**src/rtl/store_pkg.sv**
```systemverilog
// Shared constants and helpers for the store path: access-type codes,
// byte-enable patterns, error codes and the fence state encoding.
package store_pkg;

  // Access-type codes (RISC-V funct3 numbering for stores)
  localparam logic [2:0] SB     = 3'b000;
  localparam logic [2:0] SH     = 3'b001;
  localparam logic [2:0] SW     = 3'b010;
  localparam logic [2:0] F3_BAD = 3'b111;  // not exactly one type bit set

  // Byte-enable patterns, bit i = byte lane i
  localparam logic [3:0] BE_B0   = 4'b0001;
  localparam logic [3:0] BE_B1   = 4'b0010;
  localparam logic [3:0] BE_B2   = 4'b0100;
  localparam logic [3:0] BE_B3   = 4'b1000;
  localparam logic [3:0] BE_LO_H = 4'b0011;
  localparam logic [3:0] BE_HI_H = 4'b1100;
  localparam logic [3:0] BE_W    = 4'b1111;

  // Rejection codes reported on st_err_code
  localparam logic [1:0] ERR_NONE     = 2'b00;
  localparam logic [1:0] ERR_MISALIGN = 2'b01;
  localparam logic [1:0] ERR_ILLEGAL  = 2'b10;

  typedef enum logic {
    FENCE_IDLE  = 1'b0,
    FENCE_DRAIN = 1'b1
  } fence_state_t;

  // Collapse the one-hot type strobes into a funct3 code; anything that is
  // not exactly one-hot maps to F3_BAD so it is rejected as illegal.
  function automatic logic [2:0] type_to_funct3(input logic i_sb, input logic i_sh,
                                                input logic i_sw);
    logic [2:0] v_code;
    case ({i_sb, i_sh, i_sw})
      3'b100:  v_code = SB;
      3'b010:  v_code = SH;
      3'b001:  v_code = SW;
      default: v_code = F3_BAD;
    endcase
    return v_code;
  endfunction

endpackage

```
**src/rtl/store_fifo.sv**
```systemverilog
// Generic synchronous FIFO holding formatted store entries. The head entry is
// read asynchronously so a freshly pushed entry is visible the very next cycle
// and back-to-back pops present a new head each cycle.
module store_fifo #(
  parameter int W     = 66,
  parameter int DEPTH = 4
) (
  input  logic         clk,
  input  logic         rst,
  input  logic         i_push,
  input  logic [W-1:0] i_push_data,
  input  logic         i_pop,
  output logic [W-1:0] o_head_data,
  output logic         o_empty,
  output logic         o_full
);

  localparam int PW = (DEPTH > 1) ? $clog2(DEPTH) : 1;
  localparam int CW = $clog2(DEPTH) + 1;

  logic [W-1:0]  r_mem [DEPTH];
  logic [PW-1:0] r_wr_ptr;
  logic [PW-1:0] r_rd_ptr;
  logic [CW-1:0] r_count;
  logic          w_push;
  logic          w_pop;

  assign o_empty     = (r_count == '0);
  assign o_full      = (r_count == CW'(DEPTH));
  assign w_push      = i_push && !o_full;
  assign w_pop       = i_pop && !o_empty;
  assign o_head_data = r_mem[r_rd_ptr];

  // Entry storage: contents need no reset, occupancy is tracked by r_count
  always_ff @(posedge clk) begin
    if (w_push) begin
      r_mem[r_wr_ptr] <= i_push_data;
    end
  end

  // Pointers and occupancy; DEPTH is a power of two so pointers wrap naturally
  always_ff @(posedge clk) begin
    if (rst) begin
      r_wr_ptr <= '0;
      r_rd_ptr <= '0;
      r_count  <= '0;
    end else begin
      if (w_push) r_wr_ptr <= r_wr_ptr + 1'b1;
      if (w_pop)  r_rd_ptr <= r_rd_ptr + 1'b1;
      case ({w_push, w_pop})
        2'b10:   r_count <= r_count + 1'b1;
        2'b01:   r_count <= r_count - 1'b1;
        default: r_count <= r_count;
      endcase
    end
  end

endmodule

```
**src/rtl/store_unit.sv**
```systemverilog
// Store-side data path: formats sb/sh/sw requests into lane-replicated data
// plus byte enables, rejects misaligned or illegal requests, posts accepted
// stores into a FIFO that drains over mem_req/mem_ack, and implements a fence
// that blocks new stores until every posted store has drained.
module store_unit
  import store_pkg::*;
#(
  parameter int DEPTH  = 4,
  parameter int ADDR_W = 32
) (
  input  logic              clk,
  input  logic              rst,
  input  logic              st_valid,
  output logic              st_ready,
  input  logic              sb,
  input  logic              sh,
  input  logic              sw,
  input  logic [ADDR_W-1:0] addr,
  input  logic [31:0]       data_in,
  output logic              st_err,
  output logic [1:0]        st_err_code,
  output logic              mem_req,
  input  logic              mem_ack,
  output logic [ADDR_W-1:0] mem_addr,
  output logic [31:0]       mem_wdata,
  output logic [3:0]        mem_be,
  input  logic              fence_req,
  output logic              fence_done,
  output logic              empty
);

  localparam int EW = (ADDR_W - 2) + 32 + 4;

  fence_state_t      r_state;
  fence_state_t      w_state_next;
  logic [2:0]        w_funct3;
  logic [1:0]        w_a;
  logic [31:0]       w_wdata;
  logic [3:0]        w_be;
  logic [1:0]        w_err;
  logic              w_accept;
  logic              w_push;
  logic              w_pop;
  logic              w_fifo_full;
  logic              w_fifo_empty;
  logic [EW-1:0]     w_entry;
  logic [EW-1:0]     w_head;
  logic [ADDR_W-3:0] w_head_addr;
  logic [31:0]       w_head_wdata;
  logic [3:0]        w_head_be;
  logic              r_st_err;
  logic [1:0]        r_err_code;

  // Format the incoming request and classify it; illegal wins over misaligned
  // because the misalignment rules are only evaluated for a valid type.
  always_comb begin
    w_funct3 = type_to_funct3(sb, sh, sw);
    w_a      = addr[1:0];
    w_wdata  = data_in;
    w_be     = BE_W;
    w_err    = ERR_NONE;
    case (w_funct3)
      SB: begin
        w_wdata = {4{data_in[7:0]}};
        case (w_a)
          2'd0:    w_be = BE_B0;
          2'd1:    w_be = BE_B1;
          2'd2:    w_be = BE_B2;
          default: w_be = BE_B3;
        endcase
      end
      SH: begin
        w_wdata = {2{data_in[15:0]}};
        w_be    = w_a[1] ? BE_HI_H : BE_LO_H;
        if (w_a[0]) w_err = ERR_MISALIGN;
      end
      SW: begin
        if (w_a != 2'b00) w_err = ERR_MISALIGN;
      end
      default: w_err = ERR_ILLEGAL;
    endcase
  end

  // Rejected requests are still consumed by the handshake, just not queued
  assign st_ready = !w_fifo_full && (r_state == FENCE_IDLE);
  assign w_accept = st_valid && st_ready;
  assign w_push   = w_accept && (w_err == ERR_NONE);
  assign w_pop    = mem_req && mem_ack;
  assign w_entry  = {addr[ADDR_W-1:2], w_wdata, w_be};

  store_fifo #(
    .W    (EW),
    .DEPTH(DEPTH)
  ) u_fifo (
    .clk        (clk),
    .rst        (rst),
    .i_push     (w_push),
    .i_push_data(w_entry),
    .i_pop      (w_pop),
    .o_head_data(w_head),
    .o_empty    (w_fifo_empty),
    .o_full     (w_fifo_full)
  );

  // Memory side; fields are forced to zero while idle so stale RAM contents
  // never appear on the bus (e.g. after a reset discards buffered stores).
  assign {w_head_addr, w_head_wdata, w_head_be} = w_head;
  assign empty     = w_fifo_empty;
  assign mem_req   = !w_fifo_empty;
  assign mem_addr  = mem_req ? {w_head_addr, 2'b00} : '0;
  assign mem_wdata = mem_req ? w_head_wdata : '0;
  assign mem_be    = mem_req ? w_head_be : '0;

  // Error pulse one cycle after a rejected handshake; code held until the next error
  always_ff @(posedge clk) begin
    if (rst) begin
      r_st_err   <= 1'b0;
      r_err_code <= ERR_NONE;
    end else begin
      r_st_err <= w_accept && (w_err != ERR_NONE);
      if (w_accept && (w_err != ERR_NONE)) r_err_code <= w_err;
    end
  end

  assign st_err      = r_st_err;
  assign st_err_code = r_err_code;

  // Fence state register
  always_ff @(posedge clk) begin
    if (rst) r_state <= FENCE_IDLE;
    else     r_state <= w_state_next;
  end

  // Fence next-state: drain until empty, pulsing fence_done on the exit cycle
  always_comb begin
    w_state_next = r_state;
    fence_done   = 1'b0;
    case (r_state)
      FENCE_IDLE: begin
        if (fence_req) w_state_next = FENCE_DRAIN;
      end
      FENCE_DRAIN: begin
        if (w_fifo_empty) begin
          w_state_next = FENCE_IDLE;
          fence_done   = 1'b1;
        end
      end
      default: w_state_next = FENCE_IDLE;
    endcase
  end

endmodule

```
**config.mk**
```make
export PLATFORM = sky130hd
export DESIGN_NAME = store_unit
export DESIGN_NICKNAME = d
export VERILOG_FILES = /design/src/rtl/store_pkg.sv /design/src/rtl/store_fifo.sv /design/src/rtl/store_unit.sv
export SDC_FILE = /design/constraint.sdc
export NUM_CORES = 1
export LEC_CHECK = 0
export BUFFER_PORTS_ARGS = -buffer_cell sky130_fd_sc_hd__buf_2
export CAP_MARGIN = 30
export CORE_ASPECT_RATIO = 1.5
export CORE_MARGIN = 1.5
export CORE_UTILIZATION = 42
export CTS_CLUSTER_SIZE = 20
export DETAILED_ROUTE_END_ITERATION = 10
export HOLD_SLACK_MARGIN = 0.12
export PLACE_DENSITY = 0.64
export SYNTH_ARGS = -nofsm -noshare
export SYNTH_HDL_FRONTEND = slang
export SYNTH_SLANG_ARGS = --single-unit
```
**constraint.sdc**
```tcl
create_clock -name clk -period 3.5 [get_ports clk]
set_clock_uncertainty 0.2 [all_clocks]
set_input_delay 0.175 -clock clk [delete_from_list [all_inputs] [get_ports clk]]
set_output_delay 0.175 -clock clk [all_outputs]
set_load 0.005 [all_outputs]
```
# Word level (Yosys, flattened, before mapping)
# Memory sizes are Yosys's and may differ from the RTL's. A register that Yosys moved wholly into a read port is not among the register bits.
# Index checks and enable logic that the tools add are counted.
dict set report word_totals {
  reg_bits 11
  ram_bits 264
  input_bits 72
  output_inout_bits 75
  n_memories 1
}
# name depth width read_ports rd_ports_with_merged_regs write_ports line
set memory_table {}
lappend memory_table {u_fifo.r_mem 4 66 1 1 1 store_fifo.sv:21} ;# logic [W-1:0] r_mem [DEPTH];
dict set report op_classes {
  n_addsub 4
  n_eq_ne 10
  muxes 21
  bitwise 1
  reduce_logical 16
}
# operator n
set ops {}
lappend ops {{$mux W32} 2}
lappend ops {{$pmux W32 S2} 1}
lappend ops {{$pmux W4 S3} 1}
lappend ops {{$pmux W3 S3} 1}
lappend ops {{$mux W1} 8}
lappend ops {{$mux W4} 2}
lappend ops {{$pmux W4 S2} 1}
lappend ops {{$logic_and A1 B1 Y1} 7}
lappend ops {{$eq A3 B1 Y1 const B} 2}
lappend ops {{$eq A3 B2 Y1 const B} 2}
lappend ops {{$eq A3 B3 Y1 const B} 2}
lappend ops {{$logic_not A3 Y1} 2}
lappend ops {{$pmux W2 S3} 1}
lappend ops {{$pmux W3 S2} 1}
lappend ops {{$reduce_bool A2 Y1} 3}
lappend ops {{$add A2 B1 Y2 const B} 2}
lappend ops {{$eq A2 B1 Y1 const B} 2}
lappend ops {{$eq A2 B2 Y1 const B} 2}
lappend ops {{$logic_not A2 Y1} 2}
lappend ops {{$mux W2} 2}
lappend ops {{$add A3 B1 Y3 const B} 1}
lappend ops {{$sub A3 B1 Y3 const B} 1}
lappend ops {{$logic_not A1 Y1} 2}
lappend ops {{$pmux W1 S2} 1}
lappend ops {{$not A1 Y1} 1}

# Depth between registers and ports, before layout
# Gate-level depths: netlist (run 1).
dict set report logic_depth {
  ltp_word 9
  ltp_mapped 14
  depth_no_buf 14
}

# By module
# A second synthesis (run 1) with hierarchy kept.
dict set report unflattened {
  hier_cells 561
  hier_area_um2 11200.7
}
# mod n_inst cells_each area_each_um2 seq_area_each_um2
set modules_own_cells {}
lappend modules_own_cells {store_fifo 1 398 9988.3 8107.8}
lappend modules_own_cells {store_unit 1 163 1212.4 80.1}

# Least setup slack after synthesis (run 1)
# Ideal clock, no wire load.
dict set report synth_path {
  kind {input port to flip-flop}
  startpoint {in sw}
  endpoint {mem u_fifo.r_mem[0][0], enable pin}
  arrival_time_ns 2.488
  required_time_ns 2.905
  setup_slack_ns 0.417
  stages 7
  n_path_buf 0
  cell_sequence {nor3b_1 inv_1 ha_1 nor2b_1 o32a_4 a211oi_4 and2_2}
}
dict set report synth_between {
  elab_chain_len 9
}
# item line
set synth_rtl {}
lappend synth_rtl {{start: declaration} store_unit.sv:17} ;# input logic sw,
lappend synth_rtl {{$eq A3 B1 Y1, or another cell as far along} store_pkg.sv:35} ;# case ({i_sb, i_sh, i_sw})
lappend synth_rtl {{$pmux W3 S3 *} store_pkg.sv:35}
lappend synth_rtl {{$eq A3 B2 Y1, or another cell as far along} store_unit.sv:62} ;# case (w_funct3)
lappend synth_rtl {{$pmux W2 S3 *} store_unit.sv:62}
lappend synth_rtl {{$logic_not A2 Y1 *} store_unit.sv:87} ;# assign w_push = w_accept && (w_err == ERR_NONE);
lappend synth_rtl {{$logic_and A1 B1 Y1 *} store_unit.sv:87}
lappend synth_rtl {{$logic_and A1 B1 Y1 *} store_fifo.sv:30} ;# assign w_push = i_push && !o_full;
lappend synth_rtl {{$mux W1 *} store_fifo.sv:36} ;# if (w_push) begin
lappend synth_rtl {{$mux W1 (implied by the code) *} store_fifo.sv:37} ;# r_mem[r_wr_ptr] <= i_push_data;
lappend synth_rtl {{end: declaration} store_fifo.sv:21}
# Every way passes the cells marked *; elsewhere a longest branch is shown, timed or not.

# Final worst setup path (run 1)
dict set report layout_path {
  startpoint {in sw}
  endpoint {reg u_fifo.r_count[2]}
}
dict set report layout_between {
  elab_chain_len 9
}
# item line
set layout_rtl {}
lappend layout_rtl {{$eq A3 B1 Y1, or another cell as far along} store_pkg.sv:35}
lappend layout_rtl {{$pmux W3 S3 *} store_pkg.sv:35}
lappend layout_rtl {{$eq A3 B2 Y1, or another cell as far along} store_unit.sv:62}
lappend layout_rtl {{$pmux W2 S3 *} store_unit.sv:62}
lappend layout_rtl {{$logic_not A2 Y1 *} store_unit.sv:87}
lappend layout_rtl {{$logic_and A1 B1 Y1 *} store_unit.sv:87}
lappend layout_rtl {{$logic_and A1 B1 Y1 *} store_fifo.sv:30}
lappend layout_rtl {{$eq A2 B1 Y1 / $eq A2 B2 Y1 (equally long branches)} store_fifo.sv:50} ;# case ({w_push, w_pop})
lappend layout_rtl {{$pmux W3 S2 / $reduce_bool A2 Y1 (equally long branches)} n/a}
lappend layout_rtl {{end signal: assignment} store_fifo.sv:51} ;# 2'b10: r_count <= r_count + 1'b1;
lappend layout_rtl {{end signal: assignment} store_fifo.sv:52} ;# 2'b01: r_count <= r_count - 1'b1;
lappend layout_rtl {{end signal: assignment} store_fifo.sv:53} ;# default: r_count <= r_count;
lappend layout_rtl {{end: declaration} store_fifo.sv:24} ;# logic [CW-1:0] r_count;
# Marked as above.
# A chain may end at the register's enable or synchronous reset.

==> impl_metrics.json, run 1 <==
{
  "period_share_pct": 91.02,
  "drv_slew": 0,
  "grt_pass1_vias": 6453,
  "synth_xor_area_share_pct": 0.3161,
  "crit_type": "in -> reg",
  "synth_area_leaders": "edfxtp_1 (72%), mux4_2 (13%), and2_1 (4.1%), dfxtp_1 (2.3%), ha_1 (0.90%)",
  "clock_latency_ns": 0.51,
  "yosysTopAreaCellShare_pct": 71.54,
  "hp-class": "in -> reg",
  "post-cts-setup-buffers": 0,
  "synth-compound-area-share_pct": 2.506,
  "leakagePower_uw": 0.004838,
  "fp.coreArea_um2": 25850,
  "slew_headroom_pct": 54.38,
  "post-place-ws_ns": 0.2053,
  "cts_buffer_depth": 3,
  "grt_max_degree": 70,
  "ys_warn_count": 0,
  "synth-simple-area-share_pct": 6.131,
  "peakVddDrop_v": 0.0003588,
  "total_power_uw": 8562,
  "max_freq_ghz": 0.3139,
  "synth.area.mux_share_pct": 14.45,
  "cts.htree.levels": 1,
  "ys_ff_latch": 277,
  "drc": 0,
  "reg2reg_slack_ns": 0.71,
  "dieArea_um2": 27390,
  "drive_above_1_share_pct": 34.42,
  "globalplace.congestion": 0.7980,
  "cts_root_buf": "clkbuf_16",
  "r2r-start": "u_fifo.r_count[2]",
  "end_kind": "register",
  "clkTransAtPathRegs_ns": 0.06,
  "viasPerCell": 5.218,
  "yosys.area.top_type": "edfxtp_1",
  "reg2reg_to": "u_fifo.r_count[2]",
  "synthCells": 553,
  "io_pins": 147,
  "cp_data_arrival_time_ns": 3.42,
  "ys_seq_area_share_pct": 73.89,
  "hold_path_end": "u_fifo.r_mem[2][30]",
  "min_from": "data_in[26]",
  "crit_path_start_kind": "input pin",
  "maxCapViolCount": 0,
  "hold_depth": 3,
  "rsz0062_at_grt": "false",
  "num_vias": 5907,
  "synth_top_family_by_area": "multiplexers",
  "gr-total-overflow": 0,
  "synthToLayoutAreaGrowth_pct": 25.01,
  "crit_fanout": 7,
  "routedWlPerCell_um": 21.03,
  "tns_ns": 0,
  "power_density_nw_per_um2": 618.0,
  "timing.final.ws_setup_ns": 0.3142,
  "final_nets": 864,
  "nFillCells": 2033,
  "hold_ws_ns": 0.1227,
  "antenna_found_initial": 0,
  "hold_violations": 0,
  "numClockSinks": 277,
  "ant_nets": 0,
  "dr.pass1.iters": 4,
  "status": "finished, final reports clean",
  "start_util_pct": 42.86,
  "synth_cell_types": 39,
  "port_buffers": 144,
  "period_needed_ns": 3.186,
  "grt_usage_pct": 17.70,
  "drtIter0Drc": 297,
  "synthAdderAreaFrac_pct": 1.084,
  "worst_pin_slew_ns": 0.6843,
  "synth_area_um2": 11080,
  "setup_viol": 0,
  "r2r_cells": 10,
  "die_h_um": 201.9,
  "num_rows": 72,
  "hpwl_um": 15050,
  "n_antenna_cell": 0,
  "grt_first_pass_wirelength_um": 36380,
  "numCtsBuffers": 24,
  "die_w_um": 135.6,
  "worstPathRequired_ns": 3.73,
  "avgSynthCellArea_um2": 20.04,
  "routed_wl_um": 23810,
  "cts_tree": "built"
}
-- per-layer routing --
layer / wire length [µm] / vias up / part of all wire, % / GRT usage, %
li1: - / 2659 / - / -
met3: 1100 / 43 / 4.6 / 1.906
met5: 0 / - / 0 / 0
met1: 9217 / 3022 / 39 / 22.18
met4: 626 / 0 / 2.6 / 5.991
met2: 12860 / 183 / 54 / 31.73
-- synth_stat cells, drive strengths merged --
cell      n
nand2b    3
nor3      2
edfxtp  264
inv      10
buf      16
nand2     2
a221o     8
a21o      3
fa        1
o21ai     1
mux2      9
o31ai     1
dfxtp    13
a211oi    1
nor3b     7
o22ai     4
a22o      5
o32a      1
clkbuf   15
o32ai     1
nor2b     3
mux4     66
ha        8
and2b     1
or3       2
a21oi     7
nor2     14
and2     76
xor2      3
xnor2     1
or3b      1
conb      1
mux2i     1
nand3     2
-- how the worst max path moves through the flow --
stage	end	slack, ns	startpoint
after global routing	u_fifo.r_count[2]	0.15	sw
final	u_fifo.r_count[2]	0.31	sw
after CTS	u_fifo.r_count[2]	0.21	sw
after detailed placement	u_fifo.r_count[2]	0.21	sw
after global placement	u_fifo.r_count[2]	0.42	sw
after floorplan	u_fifo.r_mem[0][0]	0.42	sw
-- critical path, cell delays in order --
cell	delay, ns
dlygate4sd3_1	0.53
buf_2	0.16
nor3b_2	0.23
inv_1	0.08
ha_1	0.23
nor2b_1	0.17
o32a_4	0.34
a211oi_4	0.38
inv_1	0.08
ha_1	0.22
inv_1	0.07
fa_1	0.18
xor2_1	0.07
or3_1	0.32
a21oi_1	0.17
-- stage by stage --
stage	cell area, µm²	cells	utilization (%)
floorplan	11090	554	-
global placement	12300	1014	47.59
detailed placement	12310	1015	47.63
CTS	13840	1131	53.52
global route	13850	1132	53.58
finish	13850	1132	53.58
-- placed cells by master (no fill, tap or decap), types with 2 or more instances in the layout --
| cell type | Yosys | layout |
|---|---|---|
| a21o_1 | 3 | 3 |
| a21oi_1 | 7 | 7 |
| a221o_1 | 8 | 8 |
| a22o_1 | 5 | 5 |
| and2_1 | 72 | 72 |
| and2_4 | 0 | 4 |
| buf_12 | 0 | 8 |
| buf_2 | 9 | 144 |
| buf_4 | 3 | 6 |
| bufinv_16 | 0 | 3 |
| clkbuf_1 | 15 | 3 |
| clkbuf_16 | 0 | 25 |
| clkinv_1 | 0 | 3 |
| clkinv_2 | 0 | 6 |
| clkinvlp_4 | 0 | 2 |
| conb_1 | 1 | 2 |
| dfxtp_1 | 13 | 11 |
| dfxtp_4 | 0 | 2 |
| dlygate4sd3_1 | 0 | 75 |
| edfxtp_1 | 264 | 264 |
| ha_1 | 8 | 8 |
| inv_1 | 10 | 10 |
| mux2_1 | 7 | 7 |
| mux4_2 | 66 | 66 |
| nand2_1 | 2 | 2 |
| nand2b_1 | 3 | 3 |
| nand3_1 | 2 | 2 |
| nor2_1 | 14 | 14 |
| nor2b_1 | 3 | 3 |
| nor3_1 | 2 | 2 |
| nor3b_1 | 7 | 6 |
| o22ai_1 | 4 | 4 |
| xor2_1 | 3 | 3 |
-- area by class of cell --
cell class                      count  area, µm²  area share [%]
Tap cell                          333      416.7           3.008
Inverter                           10      37.54          0.2710
Sequential cell                   277       8195           59.16
Clock buffer                       28      636.9           4.597
Multi-Input combinational cell    236       2733           19.73
Clock inverter                     14      146.4           1.057
Timing Repair Buffer              234       1688           12.18
-- power breakdown --
| group | leakage, µW | total [µW] | internal (µW) | switching [µW] |
|---|---|---|---|---|
| clock | 0.000382 | 2640 | 1520 | 1120 |
| sequential | 0.00249 | 3880 | 3790 | 93.2 |
| combinational | 0.00196 | 2050 | 1050 | 999 |
| total | 0.00484 | 8560 | 6350 | 2210 |
-- cells by family (layout without fill, tap and decap cells) --
logic type,after synthesis,in the layout
AOI/OAI and AO/OA,32,32
xor gates and xnor gates,4,4
adders and majority gates,9,9
buffers and inverters,41,286
DFF,277,277
muxes,76,76
other,1,2
and+or+nand+nor,113,113
-- sequential cells by signal, indices dropped and copies added, names as in the netlist, named ones only --
signal / count
u_fifo.r_mem: 264
u_fifo.r_count: 3
st_err_code: 2
u_fifo.r_rd_ptr: 2
u_fifo.r_wr_ptr: 2
r_state: 1
st_err: 1
-- timing repair --
| action | in CTS | in global routing |
|---|---|---|
| hold buffers | 74 | 1 |
| resized for setup | 0 | 1 |
| hold endpoints to repair | 277 | 1 |
| endpoints found under the setup margin | 0 | 1 |
Power figures use the tool's default switching activity.
==> run 2, diff against run 1 <==
RECOVER_POWER = 50   (was not set)
==> run 2 against run 1 <==
  * Global-route usage unchanged
  * Power down 0.39%
  * Combinational power down 2%
  * Largest power group unchanged
==> impl_metrics.json, run 2 (synthesized netlist as in run 1, its figures left out) <==
{
  "maxCapViolCount": 0,
  "slew_headroom_pct": 14.83,
  "path_delay_family": "buffers and inverters",
  "cp_data_arrival_time_ns": 3.42,
  "status": "finished, final reports clean",
  "crit_chain": "dlygate4sd3_1 -> clkbuf_1 -> nor3b_2 -> inv_1 -> ha_1 -> nor2b_1 -> o32a_4 -> a211oi_4 -> inv_1 -> ha_1 -> inv_1 -> fa_1 -> xor2_1 -> or3_1 -> a21oi_1",
  "gr-total-overflow": 0,
  "fin_cells": 1132,
  "hold_path_end": "u_fifo.r_mem[2][30]",
  "start_util_pct": 42.86,
  "hpwl_um": 15050,
  "period_share_pct": 91.08,
  "worstPathRequired_ns": 3.73,
  "reg2reg_slack_ns": 0.49,
  "drc": 0,
  "crit_path_start_kind": "input pin",
  "hp-class": "in -> reg",
  "slowest_delay_ns": 0.53,
  "hold_depth": 3,
  "routedWlPerCell_um": 21.03,
  "hold_violations": 0,
  "final_common_cell": "edfxtp_1",
  "reg_top3": "u_fifo.r_mem (264), u_fifo.r_count (3)",
  "drive_above_1_share_pct": 27.16,
  "fp.coreArea_um2": 25850,
  "num_vias": 5918,
  "tns_ns": 0,
  "place_inst": 1015,
  "num_rows": 72,
  "r2r-start": "u_fifo.r_count[2]",
  "reg2reg_to": "r_state",
  "grt_max_degree": 70,
  "timing.final.ws_setup_ns": 0.3122,
  "numClockSinks": 277,
  "largest_register_ffs": 264,
  "die_w_um": 135.6,
  "globalplace.congestion": 0.7980,
  "end_kind": "register",
  "layout_common_cells": "edfxtp_1 (264), buf_2 (89), dlygate4sd3_1 (75)",
  "post-place-ws_ns": 0.2053,
  "viasPerCell": 5.228,
  "leakagePower_uw": 0.004638,
  "dr.pass1.iters": 5,
  "synthToLayoutAreaGrowth_pct": 24.23,
  "crit_type": "in -> reg",
  "top_register": "u_fifo.r_mem",
  "cts_root_buf": "clkbuf_16",
  "grt_first_pass_wirelength_um": 36380,
  "post-cts-setup-buffers": 0,
  "numCtsBuffers": 24,
  "period_needed_ns": 3.188,
  "r2r_cells": 6,
  "grt_usage_pct": 17.70,
  "routed_wl_um": 23810,
  "die_h_um": 201.9,
  "drv_slew": 0,
  "power_density_nw_per_um2": 619.5,
  "antenna_found_initial": 0,
  "crit_fanout": 7,
  "clock_latency_ns": 0.51,
  "cts_tree": "built",
  "ant_nets": 0,
  "n_antenna_cell": 0,
  "cts_buffer_depth": 3,
  "clkTransAtPathRegs_ns": 0.06,
  "crit_top_cell": "inv_1",
  "dieArea_um2": 27390,
  "worst_pin_slew_ns": 1.278,
  "rsz0062_at_grt": "false",
  "max_freq_ghz": 0.3137,
  "setup_viol": 0,
  "crit_slowest_cell": "dlygate4sd3_1",
  "peakVddDrop_v": 0.0003576,
  "cp_num_buf_inv": 5,
  "port_buffers": 144,
  "io_pins": 147,
  "min_from": "data_in[26]",
  "cts.htree.levels": 1,
  "grt_pass1_vias": 6453,
  "final_nets": 864,
  "drtIter0Drc": 270
}
## run 2: metal layers
| layer | routed length (µm) | part of all wire (%) | global-route usage, % | vias to the layer above |
|---|---|---|---|---|
| li1 | - | - | - | 2658 |
| met1 | 9250 | 39 | 22.18 | 3036 |
| met2 | 12860 | 54 | 31.73 | 182 |
| met3 | 1069 | 4.5 | 1.906 | 42 |
| met4 | 622 | 2.6 | 5.991 | 0 |
| met5 | 0 | 0 | 0 | - |
## run 2: worst register-to-register path, stage by stage, from the launching register on
cell and delay (ns):
dfxtp_1 0.32, or3_2 0.48, clkbuf_2 0.72, inv_1 0.33
and2_0 0.21, nor3_1 0.06, dlygate4sd3_1 0.56
## run 2: power breakdown
group | total, µW | switching [µW] | internal, µW
Sequential | 3880 | 93.4 | 3790
Combinational | 2010 | 1010 | 1010
Clock | 2640 | 1120 | 1520
## run 2: through the flow
step	utilization (%)	power, µW	area (µm²)	hold WS [ns]
after global routing	53.25	8901	13770	0.1987
after floorplan	-	5137	11090	0.07387
after global placement	47.59	5945	12300	0.1855
after detailed placement	47.63	5975	12310	0.1968
final	53.25	8529	13770	0.1354
after CTS	53.52	8664	13840	0.1204
## run 2: final cells by class
class,instances,area (µm²)
Clock inverter,14,146.4
Tap cell,333,416.7
Inverter,10,37.54
Clock buffer,28,636.9
Fill cell,2070,12090
Sequential cell,277,8195
Multi-Input combinational cell,236,2725
Timing Repair Buffer,234,1609
## run 2: repair_timing
action / in CTS / in global routing
hold endpoints to repair: 277 / 1
endpoints found under the setup margin: 0 / 1
resized for setup: 0 / 1
hold buffers: 74 / 1
## run 2: worst max path at each step
stage,endpoint,cells after the start,slack (ns),start
final,u_fifo.r_count[2],15,0.31,sw
after CTS,u_fifo.r_count[2],15,0.21,sw
after detailed placement,u_fifo.r_count[2],14,0.21,sw
after floorplan,u_fifo.r_mem[0][0],7,0.42,sw
after global routing,u_fifo.r_count[2],15,0.14,sw
after global placement,u_fifo.r_count[2],14,0.42,sw
